==> config.mk <==
export PLATFORM = sky130hd
export DESIGN_NAME = vec_wb_mailbox_flat
export DESIGN_NICKNAME = d
export VERILOG_FILES = /design/src/rtl/vec_mbox_pkg.sv /design/src/rtl/vec_wb_mailbox_if.sv /design/src/rtl/vec_mbox_fifo.sv /design/src/rtl/vec_wb_mailbox.sv /design/src/flat_wrapper.sv
export SDC_FILE = /design/constraint.sdc
export NUM_CORES = 1
export LEC_CHECK = 0
export BUFFER_PORTS_ARGS = -buffer_cell sky130_fd_sc_hd__buf_2
export CAP_MARGIN = 20
export CORE_ASPECT_RATIO = 0.7
export CORE_UTILIZATION = 63
export DETAILED_ROUTE_END_ITERATION = 6
export PLACE_DENSITY = 0.82
export SYNTH_ARGS = -nofsm -noshare
export SYNTH_HDL_FRONTEND = slang
export SYNTH_SLANG_ARGS = --single-unit
==> constraint.sdc <==
create_clock -name clk -period 8.9 [get_ports clk]
set_input_delay 1.335 -clock clk [delete_from_list [all_inputs] [get_ports clk]]
set_output_delay 1.335 -clock clk [all_outputs]
set_load 0.005 [all_outputs]
==> src/rtl/vec_mbox_pkg.sv <==
// Shared constants and types for the vector coprocessor Wishbone mailbox.
// Register offsets, STATUS/CTRL bit positions and the per-channel status record.
package vec_mbox_pkg;

   localparam logic [3:0] OFS_CMD  = 4'h0;
   localparam logic [3:0] OFS_RSP  = 4'h4;
   localparam logic [3:0] OFS_STAT = 4'h8;
   localparam logic [3:0] OFS_CTRL = 4'hC;

   localparam int STAT_CMD_CNT_LSB = 0;
   localparam int STAT_RSP_CNT_LSB = 8;
   localparam int STAT_CMD_FULL    = 16;
   localparam int STAT_RSP_EMPTY   = 17;
   localparam int STAT_OVF         = 18;
   localparam int STAT_UNF         = 19;
   localparam int STAT_IRQ_EN      = 20;

   localparam int CTRL_FLUSH_CMD = 0;
   localparam int CTRL_FLUSH_RSP = 1;
   localparam int CTRL_CLR_ERR   = 2;
   localparam int CTRL_IRQ_EN    = 3;

   typedef struct packed {
      logic [7:0] cmd_count;
      logic [7:0] rsp_count;
      logic       cmd_full;
      logic       rsp_empty;
      logic       ovf;
      logic       unf;
      logic       irq_en;
   } ch_status_t;

   typedef enum logic {
      WB_IDLE = 1'b0,
      WB_ACK  = 1'b1
   } wb_state_e;

   function automatic logic [31:0] pack_status(input ch_status_t s);
      logic [31:0] w;
      w = '0;
      w[STAT_CMD_CNT_LSB +: 8] = s.cmd_count;
      w[STAT_RSP_CNT_LSB +: 8] = s.rsp_count;
      w[STAT_CMD_FULL]         = s.cmd_full;
      w[STAT_RSP_EMPTY]        = s.rsp_empty;
      w[STAT_OVF]              = s.ovf;
      w[STAT_UNF]              = s.unf;
      w[STAT_IRQ_EN]           = s.irq_en;
      return w;
   endfunction

endpackage

==> src/rtl/vec_wb_mailbox_if.sv <==
// Wishbone slave bus bundle between the management SoC and the mailbox.
interface vec_wb_mailbox_if;

   logic        wbs_stb_i;
   logic        wbs_cyc_i;
   logic        wbs_we_i;
   logic [3:0]  wbs_sel_i;
   logic [31:0] wbs_adr_i;
   logic [31:0] wbs_dat_i;
   logic        wbs_ack_o;
   logic [31:0] wbs_dat_o;

   modport master (
      output wbs_stb_i, wbs_cyc_i, wbs_we_i, wbs_sel_i, wbs_adr_i, wbs_dat_i,
      input  wbs_ack_o, wbs_dat_o
   );

   modport slave (
      input  wbs_stb_i, wbs_cyc_i, wbs_we_i, wbs_sel_i, wbs_adr_i, wbs_dat_i,
      output wbs_ack_o, wbs_dat_o
   );

endinterface

==> src/rtl/vec_mbox_fifo.sv <==
// Synchronous FIFO with flush, used for every command and response queue.
// Push when full and pop when empty are ignored; flush beats push and pop.
module vec_mbox_fifo #(
   parameter int  DATA_W = 32,
   parameter int  DEPTH  = 4,
   localparam int AW     = $clog2(DEPTH)
) (
   input  logic              clk,
   input  logic              reset,
   input  logic              push,
   input  logic              pop,
   input  logic              flush,
   input  logic [DATA_W-1:0] din,
   output logic [DATA_W-1:0] head,
   output logic              full,
   output logic              empty,
   output logic [AW:0]       count
);

   localparam int CW = AW + 1;

   logic [DATA_W-1:0] mem [DEPTH];
   logic [AW-1:0]     wr_ptr;
   logic [AW-1:0]     rd_ptr;
   logic              do_push;
   logic              do_pop;

   assign full    = (count == CW'(DEPTH));
   assign empty   = (count == '0);
   assign do_push = push & ~full;
   assign do_pop  = pop & ~empty;
   assign head    = mem[rd_ptr];

   always_ff @(posedge clk) begin
      if (reset || flush) begin
         wr_ptr <= '0;
         rd_ptr <= '0;
         count  <= '0;
      end else begin
         if (do_push) wr_ptr <= wr_ptr + AW'(1);
         if (do_pop)  rd_ptr <= rd_ptr + AW'(1);
         if (do_push && !do_pop)
            count <= count + CW'(1);
         else if (do_pop && !do_push)
            count <= count - CW'(1);
      end
   end

   // Storage is not reset; contents behind an empty count are never observed.
   always_ff @(posedge clk) begin
      if (do_push && !flush)
         mem[wr_ptr] <= din;
   end

endmodule

==> src/rtl/vec_wb_mailbox.sv <==
// Wishbone mailbox: NUM_CH channels, each with a command and a response FIFO,
// sticky overflow/underflow flags and a level interrupt on pending responses.
//
// state   | meaning
// WB_IDLE | waiting for stb&cyc to an in-window address; accepts on this edge
// WB_ACK  | ack and read data driven for exactly one cycle, no new accept
module vec_wb_mailbox
   import vec_mbox_pkg::*;
#(
   parameter int          DATA_W    = 32,
   parameter int          NUM_CH    = 2,
   parameter int          DEPTH     = 4,
   parameter logic [31:0] BASE_ADDR = 32'h3000_0000
) (
   input  logic                     clk,
   input  logic                     reset,
   vec_wb_mailbox_if.slave          wb,
   output logic [NUM_CH-1:0]        cmd_val,
   input  logic [NUM_CH-1:0]        cmd_rdy,
   output logic [NUM_CH*DATA_W-1:0] cmd_msg,
   input  logic [NUM_CH-1:0]        rsp_val,
   output logic [NUM_CH-1:0]        rsp_rdy,
   input  logic [NUM_CH*DATA_W-1:0] rsp_msg,
   output logic [NUM_CH-1:0]        irq
);

   localparam int          AW        = $clog2(DEPTH);
   localparam logic [31:0] WIN_BYTES = 32'(NUM_CH * 16);

   wb_state_e   state_q;
   wb_state_e   state_d;
   logic        accept;
   logic [31:0] ofs;
   logic [3:0]  reg_ofs;
   logic        in_window;
   logic [31:0] rd_data;
   logic [31:0] dat_q;
   logic        unused_sel;

   logic [NUM_CH-1:0] ch_hit;
   logic [NUM_CH-1:0] cmd_push;
   logic [NUM_CH-1:0] cmd_pop;
   logic [NUM_CH-1:0] rsp_push;
   logic [NUM_CH-1:0] rsp_pop;
   logic [NUM_CH-1:0] ctrl_wr;
   logic [NUM_CH-1:0] cmd_full;
   logic [NUM_CH-1:0] cmd_empty;
   logic [NUM_CH-1:0] rsp_full;
   logic [NUM_CH-1:0] rsp_empty;
   logic [NUM_CH-1:0] ovf_q;
   logic [NUM_CH-1:0] unf_q;
   logic [NUM_CH-1:0] irq_en_q;

   logic [AW:0]                   cmd_count [NUM_CH];
   logic [AW:0]                   rsp_count [NUM_CH];
   logic [NUM_CH-1:0][DATA_W-1:0] cmd_head;
   logic [NUM_CH-1:0][DATA_W-1:0] rsp_head;
   ch_status_t                    ch_stat   [NUM_CH];

   // Byte lanes are ignored: every access is treated as a full word.
   assign unused_sel = ^wb.wbs_sel_i;

   assign ofs       = wb.wbs_adr_i - BASE_ADDR;
   assign reg_ofs   = ofs[3:0];
   assign in_window = (wb.wbs_adr_i >= BASE_ADDR) && (ofs < WIN_BYTES);

   always_ff @(posedge clk) begin
      if (reset) begin
         state_q <= WB_IDLE;
         dat_q   <= '0;
      end else begin
         state_q <= state_d;
         dat_q   <= accept ? rd_data : '0;
      end
   end

   always_comb begin
      state_d = state_q;
      accept  = 1'b0;
      case (state_q)
         WB_IDLE: begin
            accept = wb.wbs_stb_i & wb.wbs_cyc_i & in_window;
            if (accept) state_d = WB_ACK;
         end
         WB_ACK:  state_d = WB_IDLE;
         default: state_d = WB_IDLE;
      endcase
   end

   assign wb.wbs_ack_o = (state_q == WB_ACK);
   assign wb.wbs_dat_o = dat_q;

   for (genvar c = 0; c < NUM_CH; c++) begin : g_ch
      logic ovf_r;
      logic unf_r;
      logic irq_en_r;

      assign ch_hit[c]   = in_window && (ofs[31:4] == 28'(c));
      assign cmd_push[c] = accept & ch_hit[c] & wb.wbs_we_i & (reg_ofs == OFS_CMD);
      assign rsp_pop[c]  = accept & ch_hit[c] & ~wb.wbs_we_i & (reg_ofs == OFS_RSP);
      assign ctrl_wr[c]  = accept & ch_hit[c] & wb.wbs_we_i & (reg_ofs == OFS_CTRL);
      assign cmd_pop[c]  = cmd_val[c] & cmd_rdy[c];
      assign rsp_push[c] = rsp_val[c] & rsp_rdy[c];

      vec_mbox_fifo #(.DATA_W(DATA_W), .DEPTH(DEPTH)) u_cmd_fifo (
         .clk   (clk),
         .reset (reset),
         .push  (cmd_push[c]),
         .pop   (cmd_pop[c]),
         .flush (ctrl_wr[c] & wb.wbs_dat_i[CTRL_FLUSH_CMD]),
         .din   (DATA_W'(wb.wbs_dat_i)),
         .head  (cmd_head[c]),
         .full  (cmd_full[c]),
         .empty (cmd_empty[c]),
         .count (cmd_count[c])
      );

      vec_mbox_fifo #(.DATA_W(DATA_W), .DEPTH(DEPTH)) u_rsp_fifo (
         .clk   (clk),
         .reset (reset),
         .push  (rsp_push[c]),
         .pop   (rsp_pop[c]),
         .flush (ctrl_wr[c] & wb.wbs_dat_i[CTRL_FLUSH_RSP]),
         .din   (rsp_msg[c*DATA_W +: DATA_W]),
         .head  (rsp_head[c]),
         .full  (rsp_full[c]),
         .empty (rsp_empty[c]),
         .count (rsp_count[c])
      );

      // Flags see pre-edge fullness, so a same-edge coprocessor pop cannot save a write.
      always_ff @(posedge clk) begin
         if (reset) begin
            ovf_r    <= 1'b0;
            unf_r    <= 1'b0;
            irq_en_r <= 1'b0;
         end else begin
            if (ctrl_wr[c]) begin
               irq_en_r <= wb.wbs_dat_i[CTRL_IRQ_EN];
               if (wb.wbs_dat_i[CTRL_CLR_ERR]) begin
                  ovf_r <= 1'b0;
                  unf_r <= 1'b0;
               end
            end
            if (cmd_push[c] && cmd_full[c]) ovf_r <= 1'b1;
            if (rsp_pop[c] && rsp_empty[c]) unf_r <= 1'b1;
         end
      end

      assign ovf_q[c]    = ovf_r;
      assign unf_q[c]    = unf_r;
      assign irq_en_q[c] = irq_en_r;

      assign ch_stat[c].cmd_count = 8'(cmd_count[c]);
      assign ch_stat[c].rsp_count = 8'(rsp_count[c]);
      assign ch_stat[c].cmd_full  = cmd_full[c];
      assign ch_stat[c].rsp_empty = rsp_empty[c];
      assign ch_stat[c].ovf       = ovf_r;
      assign ch_stat[c].unf       = unf_r;
      assign ch_stat[c].irq_en    = irq_en_r;
   end

   always_comb begin
      rd_data = '0;
      for (int i = 0; i < NUM_CH; i++) begin
         if (ch_hit[i] && !wb.wbs_we_i) begin
            case (reg_ofs)
               OFS_RSP:  rd_data = rsp_empty[i] ? '0 : 32'(rsp_head[i]);
               OFS_STAT: rd_data = pack_status(ch_stat[i]);
               OFS_CTRL: rd_data = {31'b0, irq_en_q[i]};
               default:  rd_data = '0;
            endcase
         end
      end
   end

   assign cmd_val = ~cmd_empty;
   assign cmd_msg = cmd_head;
   assign rsp_rdy = ~rsp_full;
   assign irq     = irq_en_q & ~rsp_empty;

endmodule

==> src/flat_wrapper.sv <==
// flat-port wrapper written by rule: the top's interface ports become plain ports
module vec_wb_mailbox_flat import vec_mbox_pkg::*;
#(
   parameter int          DATA_W    = 32,
   parameter int          NUM_CH    = 2,
   parameter int          DEPTH     = 4,
   parameter logic [31:0] BASE_ADDR = 32'h3000_0000
)
  (clk, reset, cmd_val, cmd_rdy, cmd_msg, rsp_val, rsp_rdy, rsp_msg, irq, wb_wbs_stb_i, wb_wbs_cyc_i, wb_wbs_we_i, wb_wbs_sel_i, wb_wbs_adr_i, wb_wbs_dat_i, wb_wbs_ack_o, wb_wbs_dat_o);
  vec_wb_mailbox_if wb_i ();
  input  logic clk;
  input  logic reset;
  output logic [NUM_CH-1:0] cmd_val;
  input  logic [NUM_CH-1:0] cmd_rdy;
  output logic [NUM_CH*DATA_W-1:0] cmd_msg;
  input  logic [NUM_CH-1:0] rsp_val;
  output logic [NUM_CH-1:0] rsp_rdy;
  input  logic [NUM_CH*DATA_W-1:0] rsp_msg;
  output logic [NUM_CH-1:0] irq;
  input wire logic [$bits(wb_i.wbs_stb_i)-1:0] wb_wbs_stb_i;
  input wire logic [$bits(wb_i.wbs_cyc_i)-1:0] wb_wbs_cyc_i;
  input wire logic [$bits(wb_i.wbs_we_i)-1:0] wb_wbs_we_i;
  input wire logic [$bits(wb_i.wbs_sel_i)-1:0] wb_wbs_sel_i;
  input wire logic [$bits(wb_i.wbs_adr_i)-1:0] wb_wbs_adr_i;
  input wire logic [$bits(wb_i.wbs_dat_i)-1:0] wb_wbs_dat_i;
  output wire logic [$bits(wb_i.wbs_ack_o)-1:0] wb_wbs_ack_o;
  output wire logic [$bits(wb_i.wbs_dat_o)-1:0] wb_wbs_dat_o;
  assign wb_i.wbs_stb_i = wb_wbs_stb_i;
  assign wb_i.wbs_cyc_i = wb_wbs_cyc_i;
  assign wb_i.wbs_we_i = wb_wbs_we_i;
  assign wb_i.wbs_sel_i = wb_wbs_sel_i;
  assign wb_i.wbs_adr_i = wb_wbs_adr_i;
  assign wb_i.wbs_dat_i = wb_wbs_dat_i;
  assign wb_wbs_ack_o = wb_i.wbs_ack_o;
  assign wb_wbs_dat_o = wb_i.wbs_dat_o;
  vec_wb_mailbox #(.DATA_W(DATA_W), .NUM_CH(NUM_CH), .DEPTH(DEPTH), .BASE_ADDR(BASE_ADDR)) u_core (.clk(clk), .reset(reset), .wb(wb_i), .cmd_val(cmd_val), .cmd_rdy(cmd_rdy), .cmd_msg(cmd_msg), .rsp_val(rsp_val), .rsp_rdy(rsp_rdy), .rsp_msg(rsp_msg), .irq(irq));
endmodule
# Word-level counts from Yosys, hierarchy flattened
# Memory sizes are Yosys's and may differ from the RTL's. A register that Yosys moved wholly into a read port is not among the register bits.
# Index checks and enable logic that the tools add are counted.
word_totals:
  ff_bits: 67
  mem_bits_rw: 512
  inputBits: 141
  output_inout_bits: 103
  word_cells: 197
  mem_count: 4
memory_table:
  columns: ["memory", "depth", "word_bits", "rd", "rd_ports_with_merged_regs", "write_ports", "line", "source"]
  rows:
  - ["u_core.g_ch[0].u_cmd_fifo.mem", 4, 32, 1, 1, 1, "vec_mbox_fifo.sv:22", "logic [DATA_W-1:0] mem [DEPTH];"]
  - ["u_core.g_ch[0].u_rsp_fifo.mem", 4, 32, 1, 1, 1, "vec_mbox_fifo.sv:22", null]
  - ["u_core.g_ch[1].u_cmd_fifo.mem", 4, 32, 1, 1, 1, "vec_mbox_fifo.sv:22", null]
  - ["u_core.g_ch[1].u_rsp_fifo.mem", 4, 32, 1, 1, 1, "vec_mbox_fifo.sv:22", null]
classes:
  n_addsub: 17
  n_lt_le_gt_ge: 2
  n_eq_ne: 8
  mux: 40
  n_bitwise: 45
  reduce_logical: 61
op_table:
  columns: ["cell", "n"]
  rows:
  - ["$pmux 32 s3", 2]
  - ["$mux 32", 4]
  - ["$ge 32x30->1 const B", 1]
  - ["$lt 32x6->1 const B", 1]
  - ["$sub 32x30->32 const B", 1]
  - ["$and 1x1->1", 30]
  - ["$eq 28x1->1 const B", 1]
  - ["$logic_not 28->1", 1]
  - ["$mux 3", 8]
  - ["$reduce_bool 2->1", 12]
  - ["$logic_and 1x1->1", 21]
  - ["$mux 1", 17]
  - ["$add 2x1->2 const B", 8]
  - ["$mux 2", 8]
  - ["$logic_not 1->1", 13]
  - ["$add 3x1->3 const B", 4]
  - ["$eq 3x3->1 const B", 4]
  - ["$logic_not 3->1", 4]
  - ["$sub 3x1->3 const B", 4]
  - ["$not 1->1", 11]
  - ["$eq 4x4->1 const B", 2]
  - ["$reduce_and 2->1", 4]
  - ["$not 2->2", 3]
  - ["$eq 4x3->1 const B", 1]
  - ["5 further kinds", 8]

# Depth between registers and ports, before layout
# Gate-level depths: netlist of the first run.
depth:
  ltp_word: 13
  ltp_mapped: 12

# Hierarchy
# A second synthesis of the first run with hierarchy kept.
hier_totals:
  hier_cells: 1082
  hier_area_um2: 22445.3
by_module_without_submodules:
  columns: ["module", "n_inst", "cells_per_inst", "area_per_inst_um2", "seq_area_each_um2"]
  rows:
  - ["vec_mbox_fifo", 4, 218, 5116.2, 4023.9]
  - ["vec_wb_mailbox", 1, 210, 1980.6, 780.7]

# Worst setup path before layout of the first run
# No wires, ideal clock.
synth_path:
  kind: "in2reg"
  from: "input port wb_wbs_adr_i[2]"
  to: "memory u_core.g_ch[1].u_cmd_fifo.mem[0][0], enable pin"
  setup_time_ns: 0.392
  t_arrival_ns: 3.319
  setup_slack_ns: 5.189
  path_stages: 5
  n_path_buf: 1
  cell_sequence: "buf_4 > nor4_1 > nand2_1 > nor4b_2 > and2_1"
synth_between:
  elab_cells_between_ends: 20
synth_rtl:
  columns: ["element", "line", "source"]
  rows:
  - ["from (decl)", "flat_wrapper.sv:24", "input wire logic [$bits(wb_i.wbs_adr_i)-1:0] wb_wbs_adr_i;"]
  - ["$sub 32x30->32", "vec_wb_mailbox.sv:63", "assign ofs = wb.wbs_adr_i - BASE_ADDR;"]
  - ["$lt 32x6->1", "vec_wb_mailbox.sv:65", "assign in_window = (wb.wbs_adr_i >= BASE_ADDR) && (ofs < WIN_BYTES);"]
  - ["$logic_and 1x1->1", "vec_wb_mailbox.sv:65", null]
  - ["$and 1x1->1", "vec_wb_mailbox.sv:82", "accept = wb.wbs_stb_i & wb.wbs_cyc_i & in_window;"]
  - ["$mux 1", "vec_wb_mailbox.sv:80", "case (state_q)"]
  - ["$and 1x1->1 (2 in series)", "vec_wb_mailbox.sv:99", "assign cmd_push[c] = accept & ch_hit[c] & wb.wbs_we_i & (reg_ofs == OFS_CMD);"]
  - ["$and 1x1->1 (*)", "vec_wb_mailbox.sv:99", null]
  - ["$and 1x1->1 (*)", "vec_mbox_fifo.sv:30", "assign do_push = push & ~full;"]
  - ["net u_core.g_ch[1].u_cmd_fifo.do_push", "vec_mbox_fifo.sv:25", "logic do_push;"]
  - ["$logic_and 1x1->1 (*)", "vec_mbox_fifo.sv:51", "if (do_push && !flush)"]
  - ["$mux 1 (*)", "vec_mbox_fifo.sv:51", null]
  - ["$mux 1 (implied by the code) (*)", "vec_mbox_fifo.sv:52", "mem[wr_ptr] <= din;"]
  - ["to (decl)", "vec_mbox_fifo.sv:22", null]
# Mark *: on every way through the listed nets, which the timed path passes. The rest lies on a longest branch.

# Final worst setup path of the first run
layout_path:
  from: "input port wb_wbs_adr_i[2]"
  to: "register u_core.g_ch[1].u_cmd_fifo.count[2]"
layout_between:
  elab_chain_cells: 12
  elab_cells_between_ends: 22
layout_rtl:
  columns: ["element", "line", "source"]
  rows:
  - ["$sub 32x30->32", "vec_wb_mailbox.sv:63", null]
  - ["$lt 32x6->1", "vec_wb_mailbox.sv:65", null]
  - ["$logic_and 1x1->1", "vec_wb_mailbox.sv:65", null]
  - ["$and 1x1->1", "vec_wb_mailbox.sv:82", null]
  - ["$mux 1", "vec_wb_mailbox.sv:80", null]
  - ["$and 1x1->1 (2 in series)", "vec_wb_mailbox.sv:99", null]
  - ["$and 1x1->1 (*)", "vec_wb_mailbox.sv:99", null]
  - ["$and 1x1->1 (*)", "vec_mbox_fifo.sv:30", null]
  - ["net u_core.g_ch[1].u_cmd_fifo.do_push", "vec_mbox_fifo.sv:25", null]
  - ["$logic_not 1->1", "vec_mbox_fifo.sv:44", "else if (do_pop && !do_push)"]
  - ["$logic_and 1x1->1", "vec_mbox_fifo.sv:44", null]
  - ["$reduce_bool 2->1 (no source line)", null, null]
  - ["to (signal assigned)", "vec_mbox_fifo.sv:43", "count <= count + CW'(1);"]
  - ["to (signal assigned)", "vec_mbox_fifo.sv:45", "count <= count - CW'(1);"]
  - ["to (decl)", "vec_mbox_fifo.sv:17", "output logic [AW:0] count"]
# Marked as above.
# A chain may end at the register's enable or synchronous reset.

==> flow_metrics.tcl, run 1 <==
set metrics [dict create \
    clockBufferDepth 3 \
    cp_cell_sequence "buf_2 -> nor4_1 -> nand2_1 -> nor4b_2 -> ha_1 -> inv_1 -> fa_1 -> xor2_1 -> nor2_1 -> xnor2_1 -> nor2_1" \
    antenna_found_initial 10 \
    critPathMaxFanout 9 \
    fmax_mhz 268 \
    synth.most_common_cell "edfxtp_1" \
    reg2reg_from "u_core.wb.wbs_ack_o" \
    hold_viol_final 0 \
    r2r_setup_slack_ps 6070 \
    yosysTopAreaCell "edfxtp_1" \
    synth_area_leaders "edfxtp_1, mux4_2, dfxtp_1" \
    crit_type "input pin to flop" \
    hold_path_depth 1 \
    setup_violations 0 \
    h-tree-depth 2 \
    placedCellCount 1746 \
    area_growth_pct 15.7 \
    cp_common_cell "nor2_1" \
    synth_seq_cells 587 \
    ios 244 \
    clk_root_buffer_cell "clkbuf_16" \
    crit_required_ps 9350 \
    synth-seq-area-share_pct 76.5 \
    num_rows 56 \
    grt_pass1_wl_um 68300 \
    final_nets 1499 \
    place.gp.congestion 0.917 \
    fin_skew_ps 18.7 \
    ir_drop_mv 0.186 \
    critPathArrivalTime_ps 4190 \
    worst_hold_path.endpoint "u_core.g_ch[0].ovf_r" \
    insertion_delay_ps 570 \
    synth-edff-count 512 \
    synth_ff_type "edfxtp_1" \
    cts_tree "done" \
    r2r_cells 10 \
    instances_no_fill 1846 \
    wl_um 46700 \
    grtUsageTotal_pct 26.6 \
    grt_setup_unrepaired "false" \
    ant_nets 0 \
    detailedPlace.worstSlack_ps 4670 \
    synth_fp_nets 1223 \
    final_util_pct 75.1 \
    fillers 1905 \
    worst-path-buf-inv 2 \
    fin_crit_sh_pct 42.0 \
    worst_slack_ps 5160 \
    start_kind "input pin" \
    slew_violations 0 \
    worst_pin_slew_ps 1070 \
    yosys_warnings 0 \
    end_kind "flop" \
    syn_inst 1058 \
    multi_input_area_um2 4940 \
    maxCapViolCount 0 \
    min_from "u_core.g_ch[0].ovf_r" \
    cts_sinks 587 \
    vias 11363 \
    numCtsBuffers 50 \
    initial_core_util_pct 64.9 \
    synthTopCellsByCount "edfxtp_1, mux4_2, dfxtp_1" \
    slowest_stage "nor4b_2" \
    total_power_w 0.00569 \
    yosys.area.top_type_share_pct 69.7 \
    dieArea_um2 35800 \
    hp-class "flop to flop" \
    drtIter0Drc 1254 \
    cts_resized 0 \
    status "completed" \
    cp_top_family "simple AND/OR/NAND/NOR gates" \
    drcViolationCount 0 \
    finalCriticalPeriod_ps 3740 \
    grt_max_degree 33 \
    ff_latch_area_um2 16900 \
    fin_setup_tns_ps 0 \
    cp_slowest_stage_delay_ps 640 \
    p_per_area_nw_per_um2 223 \
    ctsHoldBuffers 0 \
    postCtsSetupBuffers 0 \
    hpwlAfterDp_um 28800 \
    drive_gt1_share_pct 35.6 \
    cts.clk_slew.worst_paths_ps 60 \
    fp.dieW_um 226 \
    leakagePower_nw 8.56 \
    grt_pass1_vias 11290 \
    dr.pass1.iters 5 \
    port_buffers 239 \
    die_h_um 159 \
    coreArea_um2 34000 \
    async_flop_share_pct 0 \
    synth.distinct_cells 54 \
    relSlewSlack_pct 28.3 \
    syn_area_per_cell_um2 20.8 \
    netlist_area_um2 22000 \
    routed_via_density 6.16 \
    wl_per_cell_um 25.3 \
    grt_overflow_total 0 \
    worst_r2r_endpoint "u_core.g_ch[1].u_cmd_fifo.count[2]" \
]
-- worst max path at each step --
stage | from | endpoint | slack, ps | cells after the start
6_report | wb_wbs_adr_i[2] | u_core.g_ch[1].u_cmd_fifo.count[2] | 5160 | 11
5_1_grt | wb_wbs_adr_i[2] | u_core.g_ch[1].u_cmd_fifo.count[2] | 5050 | 11
4_1_cts | flop | cmd_msg[27] | 5240 | 3
3_5_place_dp | wb_wbs_adr_i[15] | u_core.g_ch[1].u_cmd_fifo.count[2] | 4670 | 11
3_3_place_gp | wb_wbs_adr_i[2] | u_core.g_ch[1].u_cmd_fifo.count[2] | 4720 | 11
2_1_floorplan | wb_wbs_adr_i[2] | u_core.g_ch[1].u_cmd_fifo.mem[0][0] | 5190 | 5
-- layer usage --
metal  routed length (µm)  GRT usage [%]  part of all wire, %  vias up
li1                     -              -                    -     4891
met1                19000           37.7                   41     5831
met2                22800           42.2                   49      564
met3                 3920           5.67                  8.4       71
met4                 1010           8.62                  2.2        6
met5                   35              0                0.075        -
-- layout by cell type, fill, tap and decap left out, types with 14 or more instances in the layout --
cell       Yosys  final
a22oi_1       22     22
and2_1        18     18
buf_2         10    239
buf_4          1     26
clkbuf_16      0     51
dfxtp_1       75     71
edfxtp_1     512    512
ha_1          20     20
inv_1         18     18
mux4_2       128    128
nand2_1       17     17
nor2_1        65     65
nor3_1        14     14
-- logic make-up (layout without fill, tap and decap cells) --
kind of cell	after synthesis	in the layout	synth area share, %
fa+ha+maj	24	24	1.50
xor+xnor	22	22	0.874
mux	136	136	13.4
buf+inv	59	376	1.11
other cells	0	7	0
compound gates	68	68	2.42
simple gates	162	162	4.10
flops	587	587	76.5
-- where the power goes --
| part | internal (W) | total, W | switching [W] |
|---|---|---|---|
| Clock | 0.00120 | 0.00213 | 0.000928 |
| Sequential | 0.00315 | 0.00320 | 0.0000514 |
| Combinational | 0.000133 | 0.000364 | 0.000231 |
-- area by class of cell --
type / instances / area share, %
Clock buffer: 65 / 5.37
Timing Repair Buffer: 265 / 5.46
Tap cell: 464 / 2.28
Multi-Input combinational cell: 412 / 19.4
Inverter: 18 / 0.265
Clock inverter: 28 / 0.996
Antenna cell: 7 / 0.0687
Sequential cell: 587 / 66.2
-- state kept, by name, summed over array words and instances (netlist names), named ones only --
register / flops
u_core.g_ch.u_cmd_fifo.mem: 256
u_core.g_ch.u_cmd_fifo.count: 6
u_core.g_ch.irq_en_r: 2
u_core.g_ch.u_rsp_fifo.wr_ptr: 4
u_core.g_ch.ovf_r: 2
u_core.g_ch.u_rsp_fifo.count: 6
u_core.g_ch.unf_r: 2
u_core.g_ch.u_cmd_fifo.rd_ptr: 4
u_core.g_ch.u_rsp_fifo.rd_ptr: 4
u_core.wb.wbs_ack_o: 1
u_core.g_ch.u_rsp_fifo.mem: 256
u_core.wb.wbs_dat_o: 32
u_core.g_ch.u_cmd_fifo.wr_ptr: 4
-- stage by stage --
step | cell area (µm²) | hold slack, ps
2_1_floorplan | 22000 | 425
3_3_place_gp | 23900 | 446
3_5_place_dp | 23900 | 445
4_1_cts | 25500 | 475
5_1_grt | 25500 | 483
6_report | 25500 | 482
(Power assumes the default switching activity.)
==> run 2: changes to the inputs <==
- ABC_AREA: unset -> 1
- CORE_UTILIZATION: 63 -> 53
- PLACE_DENSITY: 0.82 -> 0.73
- clock period: 8.9 -> 3.4 ns (I/O delays scaled with it)
==> flow_metrics.tcl, run 2 <==
set metrics [dict create \
    wl_per_cell_um 19.5 \
    slowest_stage "clkinv_1" \
    h-tree-depth 2 \
    grtUsageTotal_pct 23.5 \
    place.gp.congestion 0.851 \
    drtIter0Drc 1365 \
    ctsHoldBuffers 0 \
    relSlewSlack_pct 45.8 \
    drcViolationCount 0 \
    clk_root_buffer_cell "clkbuf_16" \
    synth_ff_type "edfxtp_1" \
    final_nets 2259 \
    clockBufferDepth 3 \
    cts.clk_slew.worst_paths_ps 70 \
    cp_cell_sequence "clkinv_1 -> buf_4 -> o21ai_0 -> o22ai_1 -> buf_2" \
    routed_via_density 5.57 \
    setup_violations 0 \
    coreArea_um2 42400 \
    ant_nets 0 \
    grt_pass1_vias 13906 \
    fmax_mhz 348 \
    hold_viol_final 0 \
    hp-class "input pin to flop" \
    worst_slack_ps 524 \
    crit_type "flop to primary output" \
    synth-edff-count 512 \
    fp.dieW_um 250 \
    synth.most_common_cell "edfxtp_1" \
    end_kind "primary output" \
    fillers 3202 \
    postCtsSetupBuffers 0 \
    crit_required_ps 2890 \
    fin_crit_sh_pct 84.6 \
    yosysTopAreaCell "edfxtp_1" \
    initial_core_util_pct 53.9 \
    finalCriticalPeriod_ps 2880 \
    antenna_found_initial 18 \
    ios 244 \
    synth-seq-area-share_pct 73.9 \
    cp_slowest_stage_delay_ps 530 \
    synth.distinct_cells 39 \
    critPathArrivalTime_ps 2370 \
    cts_resized 0 \
    cts_tree "done" \
    timing.hold.ws_ps 131 \
    vias 15044 \
    p_per_area_nw_per_um2 608 \
    hpwlAfterDp_um 32600 \
    status "completed" \
    ff_latch_area_um2 16900 \
    worst_pin_slew_ps 809 \
    maxCapViolCount 0 \
    dieArea_um2 44000 \
    yosys.area.top_type_share_pct 67.3 \
    async_flop_share_pct 0 \
    wl_um 52700 \
    critPathMaxFanout 24 \
    synth_fp_nets 2013 \
    yosys_warnings 0 \
    insertion_delay_ps 590 \
    ir_drop_mv 0.396 \
    multi_input_area_um2 5380 \
    grt_overflow_total 0 \
    syn_area_per_cell_um2 12.4 \
    synth_seq_cells 587 \
    grt_setup_unrepaired "false" \
    fin_skew_ps 24.8 \
    area_growth_pct 16.1 \
    die_h_um 176 \
    syn_inst 1848 \
    drive_gt1_share_pct 19.8 \
    synth_area_leaders "edfxtp_1, nor2_1, dfxtp_1" \
    synthTopCellsByCount "edfxtp_1, nor2_1, o21ai_0" \
    cp_top_family "buffers and inverters" \
    grt_max_degree 65 \
    dr.pass1.iters 6 \
    final_common_cell "edfxtp_1" \
    worst-path-buf-inv 3 \
    netlist_area_um2 22900 \
    leakagePower_nw 9.38 \
    slew_violations 0 \
    layout_common_cells "edfxtp_1, nor2_1, o21ai_0, buf_2, nand2_1" \
    fin_setup_tns_ps 0 \
    detailedPlace.worstSlack_ps 270 \
    num_rows 63 \
    cts_sinks 587 \
    grt_pass1_wl_um 78800 \
    port_buffers 239 \
    start_kind "flop" \
    numCtsBuffers 53 \
]
## run 2: cell types whose count changed after synthesis, sizes merged, moves of 21 or more
cell / before / now
a21oi: 7 / 78
a22oi: 22 / 1
clkbuf: 19 / 70
inv: 18 / 75
mux4: 128 / 0
nand2: 17 / 130
nand3: 12 / 36
nor2: 65 / 445
o21ai: 1 / 263
o22ai: 0 / 78
## run 2: final timing paths
path                        start                             endpoint  slack, ps  depth (start not counted)
max reg2reg   u_core.wb.wbs_ack_o   u_core.g_ch[1].u_cmd_fifo.count[2]        750                         13
min                    rsp_msg[3]  u_core.g_ch[0].u_rsp_fifo.mem[1][3]        130                          1
min reg2reg  u_core.g_ch[0].ovf_r                 u_core.g_ch[0].ovf_r        470                          2
max                          flop                          cmd_msg[39]        520                          5
## run 2: kinds of logic after synthesis
family          share of synthesized area [%]
fa+ha+maj                                1.45
buf+inv                                  2.98
compound gates                           10.2
xor+xnor                                0.307
simple gates                             11.2
flops                                    73.9
## run 2: cell type report
| type | count | area share [%] |
|---|---|---|
| diodes | 13 | 0.123 |
| clock buffers | 66 | 5.18 |
| clock inverters | 32 | 1.06 |
| inverters | 80 | 1.13 |
| multi-input cells | 1092 | 20.3 |
| flip-flops and latches | 587 | 63.6 |
| well taps | 552 | 2.60 |
| repair buffers | 280 | 6.04 |
## run 2: worst register-to-register path, stage by stage, from the launching register on
cell and delay (ps):
dfxtp_1 320, nor2_1 410, nand4_1 230, nor2_2 220, nand2_2 210, inv_2 100, ha_1 140, inv_1 60
fa_1 380, nor2_1 110, nor2_1 40, nand2_1 70, xor2_1 170, nor2_1 60
## run 2: metal layers
| metal | wire, µm | track usage [%] | vias to the layer above |
|---|---|---|---|
| met5 | 40 | 0 | - |
| met4 | 1430 | 8.38 | 6 |
| met3 | 4180 | 4.70 | 98 |
| met2 | 24300 | 36.0 | 638 |
| met1 | 22800 | 33.6 | 7247 |
| li1 | - | - | 7055 |
## run 2: where the power goes
| group | leakage, nW | total [W] | internal [W] | switching [W] |
|---|---|---|---|---|
| logic | 3.31 | 0.00216 | 0.000721 | 0.00144 |
| clock network | 0.811 | 0.00575 | 0.00319 | 0.00256 |
| registers | 5.26 | 0.00821 | 0.00811 | 0.000107 |
| total | 9.38 | 0.0161 | 0.0120 | 0.00411 |
## run 2: metrics by stage
step	utilization, %	instances	cell area [µm²]	total power [W]
5_1_grt	62.6	2699	26500	0.0167
6_report	62.6	2702	26500	0.0161
2_1_floorplan	-	1848	22900	0.00956
4_1_cts	62.5	2689	26500	0.0162
3_5_place_dp	58.6	2591	24900	0.0105
3_3_place_gp	58.6	2591	24900	0.0104
